==> src/rtl/fpu_pkg.sv <==
// Shared definitions for the FPU issue block: opcodes, field widths and FSM states.
package fpu_pkg;

  localparam int unsigned OP_W   = 5;
  localparam int unsigned DATA_W = 32;
  localparam int unsigned TAG_W  = 5;

  localparam logic [OP_W-1:0] OP_FADD   = 5'd0;
  localparam logic [OP_W-1:0] OP_FSUB   = 5'd1;
  localparam logic [OP_W-1:0] OP_FMUL   = 5'd2;
  localparam logic [OP_W-1:0] OP_FDIV   = 5'd3;
  localparam logic [OP_W-1:0] OP_FSQRT  = 5'd4;
  localparam logic [OP_W-1:0] OP_FHALF  = 5'd5;
  localparam logic [OP_W-1:0] OP_FMIN   = 5'd6;
  localparam logic [OP_W-1:0] OP_FMAX   = 5'd7;
  localparam logic [OP_W-1:0] OP_FABS   = 5'd8;
  localparam logic [OP_W-1:0] OP_FNEG   = 5'd9;
  localparam logic [OP_W-1:0] OP_FEQ    = 5'd10;
  localparam logic [OP_W-1:0] OP_FLT    = 5'd11;
  localparam logic [OP_W-1:0] OP_FLE    = 5'd12;
  localparam logic [OP_W-1:0] OP_FCVTWS = 5'd13;
  localparam logic [OP_W-1:0] OP_FCVTSW = 5'd14;
  localparam logic [OP_W-1:0] OP_FFLOOR = 5'd15;
  localparam logic [OP_W-1:0] OP_FCEIL  = 5'd16;
  localparam logic [OP_W-1:0] OP_FROUND = 5'd17;
  localparam logic [OP_W-1:0] OP_FTRUNC = 5'd18;
  localparam logic [OP_W-1:0] OP_FRECIP = 5'd19;
  localparam logic [OP_W-1:0] OP_FSQR   = 5'd20;
  localparam logic [OP_W-1:0] OP_MAX    = 5'd20;

  typedef enum logic [1:0] {StIdle, StIssue, StWait, StResp} state_e;

  function automatic logic op_legal(input logic [OP_W-1:0] op);
    return op <= OP_MAX;
  endfunction

endpackage

==> src/rtl/fpu_issue.sv <==
// Issues one operation at a time to an external FPU, waits for completion or
// timeout, and returns a tagged response.
module fpu_issue
  import fpu_pkg::*;
#(
  parameter int unsigned TIMEOUT = 15
) (
  input  logic              clk,
  input  logic              rstn,
  input  logic              req_valid,
  output logic              req_ready,
  input  logic [OP_W-1:0]   req_op,
  input  logic [DATA_W-1:0] req_a,
  input  logic [DATA_W-1:0] req_b,
  input  logic [TAG_W-1:0]  req_tag,
  output logic [OP_W-1:0]   fpu_ctl,
  output logic [DATA_W-1:0] fpu_x1,
  output logic [DATA_W-1:0] fpu_x2,
  output logic              fpu_en,
  input  logic              fpu_ready,
  input  logic [DATA_W-1:0] fpu_y,
  output logic              resp_valid,
  input  logic              resp_ready,
  output logic [DATA_W-1:0] resp_data,
  output logic [TAG_W-1:0]  resp_tag,
  output logic              resp_err,
  output logic              busy
);

  localparam int unsigned CntW = (TIMEOUT > 1) ? $clog2(TIMEOUT) : 1;
  localparam logic [CntW-1:0] CntLast = CntW'(TIMEOUT - 1);

  state_e            state_q, state_d;
  logic [CntW-1:0]   cnt_q, cnt_d;
  logic [OP_W-1:0]   op_q, op_d;
  logic [DATA_W-1:0] a_q, a_d;
  logic [DATA_W-1:0] b_q, b_d;
  logic [TAG_W-1:0]  tag_q, tag_d;
  logic [DATA_W-1:0] data_q, data_d;
  logic              err_q, err_d;

  always_comb begin
    state_d = state_q;
    cnt_d   = cnt_q;
    op_d    = op_q;
    a_d     = a_q;
    b_d     = b_q;
    tag_d   = tag_q;
    data_d  = data_q;
    err_d   = err_q;
    unique case (state_q)
      StIdle: begin
        if (req_valid) begin
          tag_d = req_tag;
          if (op_legal(req_op)) begin
            op_d    = req_op;
            a_d     = req_a;
            b_d     = req_b;
            state_d = StIssue;
          end else begin
            // Illegal opcode answers immediately without touching the FPU.
            data_d  = '0;
            err_d   = 1'b1;
            state_d = StResp;
          end
        end
      end
      StIssue: begin
        cnt_d   = '0;
        state_d = StWait;
      end
      StWait: begin
        // Completion takes priority over a timeout reached in the same cycle.
        if (fpu_ready) begin
          data_d  = fpu_y;
          err_d   = 1'b0;
          state_d = StResp;
        end else if (cnt_q == CntLast) begin
          data_d  = '0;
          err_d   = 1'b1;
          state_d = StResp;
        end else begin
          cnt_d = cnt_q + CntW'(1);
        end
      end
      StResp: begin
        if (resp_ready) state_d = StIdle;
      end
      default: state_d = StIdle;
    endcase
  end

  always_ff @(posedge clk or negedge rstn) begin
    if (!rstn) begin
      state_q <= StIdle;
      cnt_q   <= '0;
      op_q    <= '0;
      a_q     <= '0;
      b_q     <= '0;
      tag_q   <= '0;
      data_q  <= '0;
      err_q   <= 1'b0;
    end else begin
      state_q <= state_d;
      cnt_q   <= cnt_d;
      op_q    <= op_d;
      a_q     <= a_d;
      b_q     <= b_d;
      tag_q   <= tag_d;
      data_q  <= data_d;
      err_q   <= err_d;
    end
  end

  assign req_ready  = (state_q == StIdle);
  assign fpu_en     = (state_q == StIssue);
  assign resp_valid = (state_q == StResp);
  assign busy       = (state_q != StIdle);
  assign fpu_ctl    = op_q;
  assign fpu_x1     = a_q;
  assign fpu_x2     = b_q;
  assign resp_data  = data_q;
  assign resp_tag   = tag_q;
  assign resp_err   = err_q;

endmodule

==> config.mk <==
export PLATFORM = sky130hd
export DESIGN_NAME = fpu_issue
export DESIGN_NICKNAME = d
export VERILOG_FILES = /design/src/rtl/fpu_pkg.sv /design/src/rtl/fpu_issue.sv
export SDC_FILE = /design/constraint.sdc
export NUM_CORES = 1
export LEC_CHECK = 0
export BUFFER_PORTS_ARGS = -buffer_cell sky130_fd_sc_hd__buf_2
export CORE_UTILIZATION = 44
export DETAILED_ROUTE_END_ITERATION = 10
export PLACE_DENSITY = 0.81
export SKIP_CTS_REPAIR_TIMING = 1
export SLEW_MARGIN = 5
export SYNTH_ARGS = -nofsm -noshare
export SYNTH_HDL_FRONTEND = slang
export SYNTH_SLANG_ARGS = --single-unit
==> constraint.sdc <==
create_clock -name clk -period 2.04 [get_ports clk]
set_clock_uncertainty 0.2 [all_clocks]
set_input_delay 0.408 -clock clk [delete_from_list [all_inputs] [get_ports clk]]
set_output_delay 0.408 -clock clk [all_outputs]
set_load 0.05 [all_outputs]
### Word-level counts from Yosys, hierarchy flattened

Index checks and enable logic that the tools add are counted.

* memories kept: 0
* latch bits: 0
* bits in read-only memories: 0
* word-level logic and storage cells: 48
* register bits after elaboration: 113
* RAM bits: 0
* output and inout bits: 111
* input port bits: 111

* eq/ne operators: 10
* mux-type cells: 19
* bitwise gates (word level): 0
* $mul: 0
* div/mod/pow operators: 0
* $add $sub $neg: 1
* reductions and logical operators: 9
* shift-type cells: 0
* magnitude comparators: 1

Operators with widths (number)
* 2-to-1 mux 32 bit: 4
* case mux 32 bit (2 select lines): 1
* 2-to-1 mux 2 bit: 5
* AND reduction 3 bit: 3
* 2-to-1 mux 4 bit: 2
* != test 2 bit (second input constant): 4
* case mux 2 bit (4 select lines): 1
* case mux 4 bit (2 select lines): 1
* nonzero test 2 bit: 3
* <= comparator 5 bit (second input constant): 1
* adder 4 x 1 -> 4 bit (second input constant): 1
* equality test 2 bit (second input constant): 2
* equality test 4 bit (second input constant): 1
* 2-to-1 mux 1 bit: 4
* AND reduction 4 bit: 1
* != test 3 bit (second input constant): 1
* equality test 2 x 1 -> 1 bit (second input constant): 1
* zero test 2 bit: 1
* != test 2 x 1 -> 1 bit (second input constant): 1
* case mux 1 bit (2 select lines): 1
* AND reduction 2 bit: 1

### Depth between registers and ports, before layout

Gate-level depths: netlist (run 1).

* depth after elaboration: 4
* gate-level depth with buffers: 7
* gate-level depth less buffers: 5

### Worst setup path after synthesis (run 1)

OpenSTA, ideal clock, no wires.

* path type: register to register
* start: register state_q[0]
* end: register op_q[1], in the netlist fpu_ctl[1]
* path buffers: 2
* cell stages (with the launch flop): 8
* setup slack: -0.423 ns
* period minus slack after synthesis: 2.463 ns
* arrival: 2.136 ns
* data required time: 1.713 ns
* library setup time: 0.127 ns
* cells stage by stage: dfrtp_1 inv_1 ha_1 nand2_2 o22ai_2 buf_6 buf_6 mux2_1

* longest elaborated chain between the ends: 2

RTL lines
* start: declaration: line fpu_issue.sv:33 `state_e state_q, state_d;`
* start signal: assignment: line fpu_issue.sv:95 `state_q <= StIdle;`
* start signal: assignment: line fpu_issue.sv:104 `state_q <= state_d;`
* zero test 2 bit
* net req_ready: line fpu_issue.sv:11 `output logic req_ready,`
* AND reduction 3 bit (no line)
* end signal: assignment: line fpu_issue.sv:106 `op_q <= op_d;`
* end: declaration: line fpu_issue.sv:35 `logic [OP_W-1:0] op_q, op_d;`

The timed path passes the listed nets, and every way through them passes these cells.
A chain may end at the register's enable or synchronous reset.

### Final worst setup path (run 1)

* start: register state_q[0]
* end: register a_q[21], in the netlist fpu_x1[21]

* longest elaborated chain between the ends: 2

RTL lines
* zero test 2 bit: line fpu_issue.sv:51 `unique case (state_q)`
* AND reduction 3 bit (no line)
* end signal: assignment: line fpu_issue.sv:98 `a_q <= '0;`
* end signal: assignment: line fpu_issue.sv:107 `a_q <= a_d;`
* end: declaration: line fpu_issue.sv:36 `logic [DATA_W-1:0] a_q, a_d;`

Every way passes these cells.

==> key figures, run 1 <==
GRT
  – Maximum number of pins on one net before global-route repair: 58
  – Overflow left after global routing: 0
  – Via count of the first global-routing pass: 4514
  – Global-route usage over all layers: 0.2273
  – First-pass GRT wire length: 22.33 mm
  – Antenna violations before repair: 1

Logic synthesis
  – Synth cell types: 37
  – Nets in the synthesized netlist: 552
  – Multiplexer share of the synthesized area: 0.1582
  – Per-instance average area after synthesis: 12.43 um^2
  – Synthesized area: 5393 um^2
  – Share of the synthesized area in the top cell type: 0.5244
  – Xor and xnor fraction of the mapped netlist area: 0
  – Dominant combinational cell family by area after synthesis: multiplexers
  – Top cells by area in the synthesized netlist: dfrtp_1, mux2_2, o211ai_2, a32oi_1, mux2_1
  – Synthesis-stage register bit count: 113
  – Simple-gate share of the synthesized area: 0.08840
  – Compound-gate portion of the synthesized area: 0.1497
  – Top FF cell, synth: dfrtp_1
  – Number of instances in the synthesized netlist: 434
  – Share of synthesized area occupied by flip-flops and latches: 0.5244
  – Number of enable-type register cells in the synthesized netlist: 0
  – FFs w/ async S/R, synth: 1.000
  – Arithmetic-cell share of the synthesized area counting full adders, half adders and majority gates: 0.01624
  – Cell accounting for the most synthesized area: dfrtp_1
  – Number of warnings issued by yosys: 0

Run status
  – Violations in the final reports: setup timing
  – Outcome: complete, but fails checks

STA
  – Final min period: 2090 ps
  – Setup ws final: -49.66 ps
  – RSZ-0062 raised after global routing: yes
  – Total count of max-transition violations in the final report: 0
  – Crit share post-route: 1.024
  – Setup TNS: -1677 ps
  – Rel. slew slack: 0.7264
  – Final setup violating endpoints: 57
  – Upper clock frequency limit: 478.5 MHz
  – Final Hold Fails: 0
  – Slew at the pin with the worst max-slew slack: 410.4 ps

Detailed routing
  – Vias: 4540
  – DRC violation count after routing: 0
  – Average via count per standard cell: 5.411
  – Length of the first detailed-routing pass in iterations: 5
  – Count of antenna-violating nets left after detailed routing: 0
  – Number of DRC violations after detailed-routing iteration 0: 381
  – Avg WL per Cell: 17.75 um
  – Routed WL: 14.90 mm

Setup path
  – Crit path launch type: register
  – WS Path Type: register to register
  – Endpoint class of the critical path: register
  – Peak fanout along the critical path: 11
  – Worst EP arrival: 2170 ps
  – Required @ worst endpoint: 2120 ps

Placed design
  – Port buffer count: 221
  – Placed cell count: 792
  – Detailed placer's ending HPWL: 10.03 mm
  – Final weighted congestion in routability-driven placement: 0.7954
  – Post-Place Worst Slack: -41.78 ps

Layout
  – Count of nets after finishing: 798
  – Area delta synth->final: 41.42%
  – Layout cells sized above 1: 0.5557
  – Commonest cells after routing, fill and taps aside: buf_2, dfrtp_1, mux2_2
  – Most common cell after layout, fill and taps aside: buf_2
  – Post-layout utilization of the core: 0.6376
  – Non-filler cells in the finished layout: 839

Floorplan
  – Full die area: 12700 um^2
  – Vertical die dimension: 112.7 um
  – Initial Util: 0.4508
  – Core area: 11960 um^2
  – Placement Rows: 40
  – Boundary pin count: 222
  – Horizontal die dimension: 112.7 um

Min path
  – Worst hold-check path type: input pin to register

Clock tree
  – CTS Sinks: 113
  – Clock Tree Root: clkbuf_16
  – Maximum clock insertion buffer count: 2
  – TritonCTS clock tree: done
  – Number of H-tree branching levels: 4
  – Clock input transition at the sequential cells of the worst setup and hold paths: 50 ps
  – Number of buffers added by the clock tree synthesis step: 17
  – Clock latency on the worst-skew pair: 410 ps

Power
  – Switching pwr: 7.720 mW
  – Relative contribution of sequential cells to total power: 0.255
  – Portion of total power attributed to combinational logic: 0.554
  – IR drop worst, VDD: 1193 uV
  – Sum of internal, switching and leakage power: 15.92 mW
  – Pwr per Cell Area: 2088 nW/um^2
  – Sw Share: 0.4849
  – Static leakage power: 3.803 nW
  – Clock network fraction of total power: 0.192
  – Pint: 8.201 mW

Job
  – Reported max-cap violation count: 0
-- cells in the mapped netlist (3+ instances only) --
cell        n
mux2_1     20
o211ai_2   30
buf_4       4
inv_1      41
mux2_2     54
nand2_1     6
clkbuf_1   18
o211ai_1    3
nand3_1    33
nor2_1      3
a32oi_1    33
dfrtp_1   113
buf_6       7
ha_1        7
and2_1     32
-- registers in the layout, indices dropped and copies added (netlist names) --
name,count
fpu_x1,32
fpu_x2,32
resp_data,32
fpu_ctl,5
resp_tag,5
cnt_q,4
state_q,2
resp_err,1
-- power groups by stage --
stage          combinational, mW  sequential (mW)  clock, mW
2_1_floorplan               2.72             7.66          0
6_report                    8.81             4.06       3.05
5_1_grt                     9.22             4.19       3.19
3_5_place_dp                8.43             4.07          0
4_1_cts                     8.44             4.05       3.11
3_3_place_gp                8.20             3.98          0
-- metrics by stage --
| step | hold slack [ps] | area, um^2 |
|---|---|---|
| 2_1_floorplan | -87.59 | 5418 |
| 3_3_place_gp | 146.4 | 6768 |
| 3_5_place_dp | 158.8 | 6768 |
| 4_1_cts | -283.6 | 7376 |
| 5_1_grt | 2.410 | 7626 |
| 6_report | 21.27 | 7626 |
-- routing by layer --
metal | vias up | GRT usage | wire length [um]
met5 | - | 0 | 0
met1 | 2289 | 0.2661 | 6045
met3 | 22 | 0.04606 | 653
met2 | 144 | 0.3984 | 7902
met4 | 0 | 0.1120 | 295
li1 | 2085 | - | -
-- logic make-up (layout without fill, tap and decap cells) --
family / count (synthesis) / after routing
flip-flops: 113 / 113
AO/OA/AOI/OAI: 81 / 81
adder cells (fa/ha/maj): 7 / 7
other: 0 / 1
multiplexers: 76 / 76
AND/OR/NAND/NOR: 85 / 85
buffers and inverters: 72 / 329
-- final timing paths --
check                                       startpoint                      to  slack (ps)  cells after the start
worst max-delay path            state_q[0]$_DFFE_PN0P_  fpu_x1[21]$_DFFE_PN0P_         -50                      8
worst min-delay path                         req_b[13]  fpu_x2[13]$_DFFE_PN0P_          20                      2
worst max register to register  state_q[0]$_DFFE_PN0P_  fpu_x1[21]$_DFFE_PN0P_         -50                      8
worst min register to register   fpu_x2[8]$_DFFE_PN0P_   fpu_x2[8]$_DFFE_PN0P_         280                      1
max in group asynchronous                         rstn  fpu_x1[18]$_DFFE_PN0P_         700                      3
min in group asynchronous                         rstn  fpu_x1[11]$_DFFE_PN0P_         270                      2
-- critical path: stages, from the launching register on --
cell and delay (ps):
dfrtp_1 390, inv_2 100, ha_4 200, buf_4 140, nand2_4 50, o22ai_4 210
buf_12 170, clkbuf_16 170, mux2_2 340
-- final cells by class --
type	instances	area, um^2
clock buffer	20	446.7
sequential	113	2828
antenna	1	2.502
clock inverter	10	161.4
tap	147	183.9
inverter	41	156.4
multi-input combinational	249	2275
timing repair buffer	258	1573
fill	937	4335
No activity file was read; power rests on OpenSTA's default activity.
==> run 2, diff against run 1 <==
--- a/config.mk
+++ b/config.mk
@@ -8,7 +8,7 @@
 export BUFFER_PORTS_ARGS = -buffer_cell sky130_fd_sc_hd__buf_2
 export CORE_UTILIZATION = 44
 export DETAILED_ROUTE_END_ITERATION = 10
-export PLACE_DENSITY = 0.81
+export PLACE_DENSITY = 0.77
 export SKIP_CTS_REPAIR_TIMING = 1
 export SLEW_MARGIN = 5
 export SYNTH_ARGS = -nofsm -noshare
==> run 2 against run 1 <==
- the run now ends clean
- flip-flop and latch count stayed put
- die area is the same
- combinational power hardly changed
- critical path type is now register to output pin
- largest cell class unchanged
- largest power group unchanged
==> key figures, run 2 (synthesis gave the netlist of run 1 again) <==
Run status
  – Outcome: finished, final reports clean

Layout
  – Area delta synth->final: 42.07%
  – Commonest cells after routing, fill and taps aside: buf_2, dfrtp_1, mux2_2
  – Post-layout utilization of the core: 0.6405 (+0.002929)
  – Layout cells sized above 1: 0.5570 (+0.001282)
  – Count of nets after finishing: 798 (unchanged)
  – Number of diodes: 0 (-1)
  – Most common cell after layout, fill and taps aside: buf_2

Placed design
  – Detailed placer's ending HPWL: 9.717 mm (-3.1%)
  – Post-Place Worst Slack: 58.60 ps (+100.4 ps)
  – Final weighted congestion in routability-driven placement: 0.8220 (+3.3%)
  – Port buffer count: 221 (unchanged)

Min path
  – Endpoint with the worst hold slack: fpu_x2[4]$_DFFE_PN0P_
  – Worst hold-check path type: input pin to register
  – Source of the worst hold timing path: req_b[4]
  – Hold Path Depth: 2 (unchanged)

Floorplan
  – Boundary pin count: 222 (unchanged)
  – Initial Util: 0.4508 (unchanged)
  – Placement Rows: 40 (unchanged)
  – Core area: 11960 um^2 (unchanged)
  – Full die area: 12700 um^2 (unchanged)
  – Vertical die dimension: 112.7 um (unchanged)
  – Horizontal die dimension: 112.7 um (unchanged)

GRT
  – Overflow left after global routing: 0 (unchanged)
  – First-pass GRT wire length: 22.59 mm (+1.2%)
  – Global-route usage over all layers: 0.2298 (+0.002500)
  – Via count of the first global-routing pass: 4458 (-1.2%)
  – Maximum number of pins on one net before global-route repair: 49 (-16%)
  – Antenna violations before repair: 0 (-1)

Clock tree
  – Maximum clock insertion buffer count: 2 (unchanged)
  – Clock input transition at the sequential cells of the worst setup and hold paths: 50 ps (about the same)
  – Number of H-tree branching levels: 4 (unchanged)
  – CTS Sinks: 113 (unchanged)
  – TritonCTS clock tree: done
  – Number of buffers added by the clock tree synthesis step: 17 (unchanged)
  – Clock Tree Root: clkbuf_16
  – Clock latency on the worst-skew pair: 410 ps (about the same)

STA
  – Total count of max-transition violations in the final report: 0 (unchanged)
  – Crit share post-route: 0.9780 (-0.04637)
  – Setup ws final: 44.93 ps (+94.59 ps)
  – RSZ-0062 raised after global routing: yes
  – Final min period: 1995 ps (-94.59 ps)
  – Upper clock frequency limit: 501.2 MHz (+4.7%)
  – Final Hold Fails: 0 (unchanged)
  – Final setup violating endpoints: 0 (-100%)
  – Rel. slew slack: 0.7341 (+0.007681)
  – Slew at the pin with the worst max-slew slack: 398.9 ps (-11.52 ps)

Setup path
  – Crit Reg-Reg Startpoint: state_q[0]$_DFFE_PN0P_
  – Peak fanout along the critical path: 6 (-5)
  – WS Path Type: register to output pin
  – Crit path launch type: register
  – Flop-to-flop setup slack: 60 ps (+110 ps)
  – Crit path from: state_q[0]$_DFFE_PN0P_
  – Number of cell instances on the worst register-to-register path: 7 (-1)
  – Worst reg2reg endpoint: fpu_x1[20]$_DFFE_PN0P_
  – Worst EP arrival: 1390 ps (-780 ps)
  – Endpoint class of the critical path: output pin
  – Required @ worst endpoint: 1430 ps (-690 ps)

Detailed routing
  – Average via count per standard cell: 5.412 (about the same)
  – Length of the first detailed-routing pass in iterations: 5 (unchanged)
  – DRC violation count after routing: 0 (unchanged)
  – Avg WL per Cell: 17.45 um (-1.7%)
  – Number of DRC violations after detailed-routing iteration 0: 362 (-5.0%)
  – Vias: 4546 (+0.13%)
  – Count of antenna-violating nets left after detailed routing: 0 (unchanged)
  – Routed WL: 14.65 mm (-1.6%)

Job
  – Reported max-cap violation count: 0 (unchanged)

Power
  – IR drop worst, VDD: 1151 uV (-3.5%)
  – Pwr per Cell Area: 2076 nW/um^2 (-0.55%)
  – Static leakage power: 3.816 nW (+0.33%)
-- run 2: cell count changes in the layout (fill, tap and decap cells not counted), moves of 2 or more --
| cell | previous run | this run |
|---|---|---|
| buf_8 | 4 | 0 |
| buf_6 | 1 | 4 |
| clkinv_4 | 1 | 4 |
| buf_12 | 7 | 9 |
| buf_4 | 24 | 22 |
| clkbuf_4 | 2 | 0 |
| clkbuf_8 | 1 | 3 |
| clkinv_2 | 2 | 0 |
-- run 2: final cells by class --
type / instances / area [um^2]
timing repair buffer: 258 / 1597
inverter: 41 / 153.9
multi-input combinational: 249 / 2273
clock inverter: 11 / 155.1
clock buffer: 21 / 470.5
tap: 147 / 183.9
fill: 959 / 4300
sequential: 113 / 2828
-- run 2: metrics by stage --
stage / hold WS [ps] / cells / power [mW] / setup TNS (ps) / area, um^2
4_1_cts: -324.4 / 824 / 15.60 / -270.8 / 7406
3_3_place_gp: 124.5 / 792 / 12.19 / 0 / 6780
3_5_place_dp: 125.1 / 792 / 12.45 / 0 / 6780
2_1_floorplan: -87.59 / 434 / 10.39 / -213.6 / 5418
6_report: 16.94 / 840 / 15.91 / 0 / 7661
5_1_grt: 0.7652 / 840 / 16.67 / -821.2 / 7661
-- run 2: worst max path at each step --
stage                                   endpoint  slack, ps  cells past startpoint
after global routing                        busy        -30                      5
final                                       busy         40                      5
after floorplan           fpu_ctl[1]$_DFFE_PN0P_        -10                      7
after detailed placement   fpu_x1[9]$_DFFE_PN0P_         60                      6
after global placement    fpu_x2[19]$_DFFE_PN0P_        110                      6
after CTS                              req_ready       -150                      4
-- run 2: routing by layer --
layer,vias up,global-route usage,share of wire
li1,2069,-,-
met5,-,0,0
met3,25,0.05892,0.053
met4,0,0.08444,0.017
met2,161,0.3938,0.53
met1,2291,0.2801,0.40
-- run 2: worst max-delay path, stage by stage, from the launching register on --
cell,delay (ps)
dfrtp_1,390
inv_2,100
ha_4,190
buf_12,130
inv_2,30
buf_6,140
-- run 2: report_power, final --
part / internal, mW / switching, mW / leakage (nW)
Combinational: 2.80 / 6.00 / 2.15
Clock: 2.02 / 1.05 / 0.292
Sequential: 3.35 / 0.681 / 1.37
==> run 3, diff against run 2 <==
--- a/config.mk
+++ b/config.mk
@@ -9,6 +9,7 @@
 export CORE_UTILIZATION = 44
 export DETAILED_ROUTE_END_ITERATION = 10
 export PLACE_DENSITY = 0.77
+export SETUP_SLACK_MARGIN = 0.1
 export SKIP_CTS_REPAIR_TIMING = 1
 export SLEW_MARGIN = 5
 export SYNTH_ARGS = -nofsm -noshare
==> run 3 against run 2 <==
- maximum frequency is 1.5% lower
- sequential share of layout area is 0.69 points lower
- global-route usage grew 0.39 points
- non-clock buffer count is 11 higher
- setup slack worse by 30 ps
- die area did not move
- flip-flop and latch count stayed put
- via count increased by 2.6%
- combinational power increased by 4.4%
- utilization grew 1.2 points
- register-to-register slack worse by 40 ps
- clock power fell by 11%
==> key figures, run 3 (synthesis gave the netlist of run 1 again) <==
Run status
  – Outcome: finished, final reports clean

Detailed routing
  – Routed WL: 15.77 mm (+7.6%)
  – Count of antenna-violating nets left after detailed routing: 0 (unchanged)
  – DRC violation count after routing: 0 (unchanged)
  – Average via count per standard cell: 5.482 (+1.3%)
  – Avg WL per Cell: 18.53 um (+6.2%)
  – Vias: 4665 (+2.6%)
  – Number of DRC violations after detailed-routing iteration 0: 368 (+1.7%)
  – Length of the first detailed-routing pass in iterations: 6 (+1)

Floorplan
  – Core area: 11960 um^2 (unchanged)
  – Boundary pin count: 222 (unchanged)
  – Placement Rows: 40 (unchanged)
  – Initial Util: 0.4508 (unchanged)
  – Vertical die dimension: 112.7 um (unchanged)
  – Horizontal die dimension: 112.7 um (unchanged)
  – Full die area: 12700 um^2 (unchanged)

GRT
  – First-pass GRT wire length: 23.00 mm (+1.8%)
  – Via count of the first global-routing pass: 4591 (+3.0%)
  – Antenna violations before repair: 0 (unchanged)
  – Maximum number of pins on one net before global-route repair: 45 (-8.2%)
  – Overflow left after global routing: 0 (unchanged)
  – Global-route usage over all layers: 0.2337 (+0.003894)

Power
  – Portion of total power attributed to combinational logic: 0.574 (+0.021)
  – Pint: 8.063 mW (-1.3%)
  – Sw Share: 0.4968 (+0.01038)
  – Pwr per Cell Area: 2053 nW/um^2 (-1.1%)
  – Switching pwr: 7.960 mW (+2.9%)
  – IR drop worst, VDD: 1248 uV (+8.4%)
  – Relative contribution of sequential cells to total power: 0.256 (+0.003)
  – Clock network fraction of total power: 0.171 (-0.022)
  – Static leakage power: 3.893 nW (+2.0%)

Setup path
  – Crit path launch type: register
  – Required @ worst endpoint: 2130 ps (+700 ps)
  – Endpoint class of the critical path: register
  – WS Path Type: register to register
  – Worst EP arrival: 2120 ps (+730 ps)
  – Peak fanout along the critical path: 11 (+5)

Min path
  – Worst hold-check path type: input pin to register

Layout
  – Count of nets after finishing: 809 (+1.4%)
  – Commonest cells after routing, fill and taps aside: buf_2, dfrtp_1, mux2_2
  – Most common cell after layout, fill and taps aside: buf_2
  – Non-filler cells in the finished layout: 851 (+1.3%)
  – Post-layout utilization of the core: 0.6526 (+0.01213)
  – Area delta synth->final: 44.76%
  – Number of diodes: 0 (unchanged)
  – Layout cells sized above 1: 0.5739 (+0.01687)

Clock tree
  – Maximum clock insertion buffer count: 2 (unchanged)
  – CTS Sinks: 113 (unchanged)
  – Number of H-tree branching levels: 4 (unchanged)
  – Clock Tree Root: clkbuf_16
  – Clock latency on the worst-skew pair: 420 ps (about the same)
  – Number of buffers added by the clock tree synthesis step: 17 (unchanged)
  – TritonCTS clock tree: done
  – Clock input transition at the sequential cells of the worst setup and hold paths: 60 ps (about the same)

STA
  – Setup ws final: 15.19 ps (-29.73 ps)
  – Setup TNS: 0 ps (unchanged)
  – Rel. slew slack: 0.7140 (-0.02004)
  – Final setup violating endpoints: 0 (unchanged)
  – Total count of max-transition violations in the final report: 0 (unchanged)
  – Final Hold Fails: 0 (unchanged)
  – Final min period: 2025 ps (+29.73 ps)
  – Slew at the pin with the worst max-slew slack: 428.9 ps (+30.06 ps)
  – Upper clock frequency limit: 493.9 MHz (-1.5%)
  – Crit share post-route: 0.9926 (+0.01458)
  – RSZ-0062 raised after global routing: yes

Placed design
  – Post-Place Worst Slack: 28.95 ps (-29.66 ps)
  – Detailed placer's ending HPWL: 9.987 mm (+2.8%)
  – Final weighted congestion in routability-driven placement: 0.7649 (-6.9%)
  – Port buffer count: 221 (unchanged)
  – Placed cell count: 797 (+0.63%)

Job
  – Reported max-cap violation count: 0 (unchanged)
==> run 3: layer usage <==
layer | GRT usage | up-vias | part of all wire
li1 | - | 2101 | -
met1 | 0.2857 | 2335 | 0.40
met2 | 0.3959 | 191 | 0.53
met3 | 0.05303 | 38 | 0.047
met4 | 0.1049 | 0 | 0.024
met5 | 0 | - | 0
==> run 3: cell type report <==
cell class,instances,area (um^2)
Inverter,41,156.4
Fill cell,918,4155
Clock buffer,19,432.9
Tap cell,147,183.9
Clock inverter,13,116.4
Sequential cell,113,2828
Timing Repair Buffer,269,1698
Multi-Input combinational cell,249,2391
==> run 3: power by group through the flow <==
stage          clock (mW)  combinational, mW  sequential, mW
2_1_floorplan           0               2.73            7.66
6_report             2.73               9.19            4.10
4_1_cts              2.78               8.43            4.06
3_3_place_gp            0               8.21            3.99
3_5_place_dp            0               8.41            4.07
5_1_grt              2.88               9.60            4.23
==> run 3: critical path, stage by stage (launching register included) <==
cell	delay (ps)
dfrtp_1	390
inv_2	90
ha_4	180
nand3b_1	150
o22ai_4	220
buf_6	170
clkbuf_16	160
mux2_2	340
==> run 3: metrics by stage <==
| stage | area (um^2) | hold WS (ps) | total power, mW |
|---|---|---|---|
| after CTS | 7342 | -292.8 | 15.27 |
| after global routing | 7806 | 9.412 | 16.72 |
| final | 7806 | 17.92 | 16.02 |
| after global placement | 6793 | 146.7 | 12.20 |
| after floorplan | 5419 | -87.59 | 10.39 |
| after detailed placement | 6793 | 153.8 | 12.48 |
==> run 3: path summary, 6_finish.rpt <==
| path | depth (start not counted) | to | slack, ps | start |
|---|---|---|---|---|
| max | 7 | fpu_ctl[0]$_DFFE_PN0P_ | 20 | state_q[0]$_DFFE_PN0P_ |
| min | 2 | fpu_x2[15]$_DFFE_PN0P_ | 20 | req_b[15] |
| max reg2reg | 7 | fpu_ctl[0]$_DFFE_PN0P_ | 20 | state_q[0]$_DFFE_PN0P_ |
| min reg2reg | 1 | fpu_x2[11]$_DFFE_PN0P_ | 280 | fpu_x2[11]$_DFFE_PN0P_ |
| max in group asynchronous | 3 | fpu_x1[23]$_DFFE_PN0P_ | 810 | rstn |
| min in group asynchronous | 2 | fpu_x2[19]$_DFFE_PN0P_ | 280 | rstn |
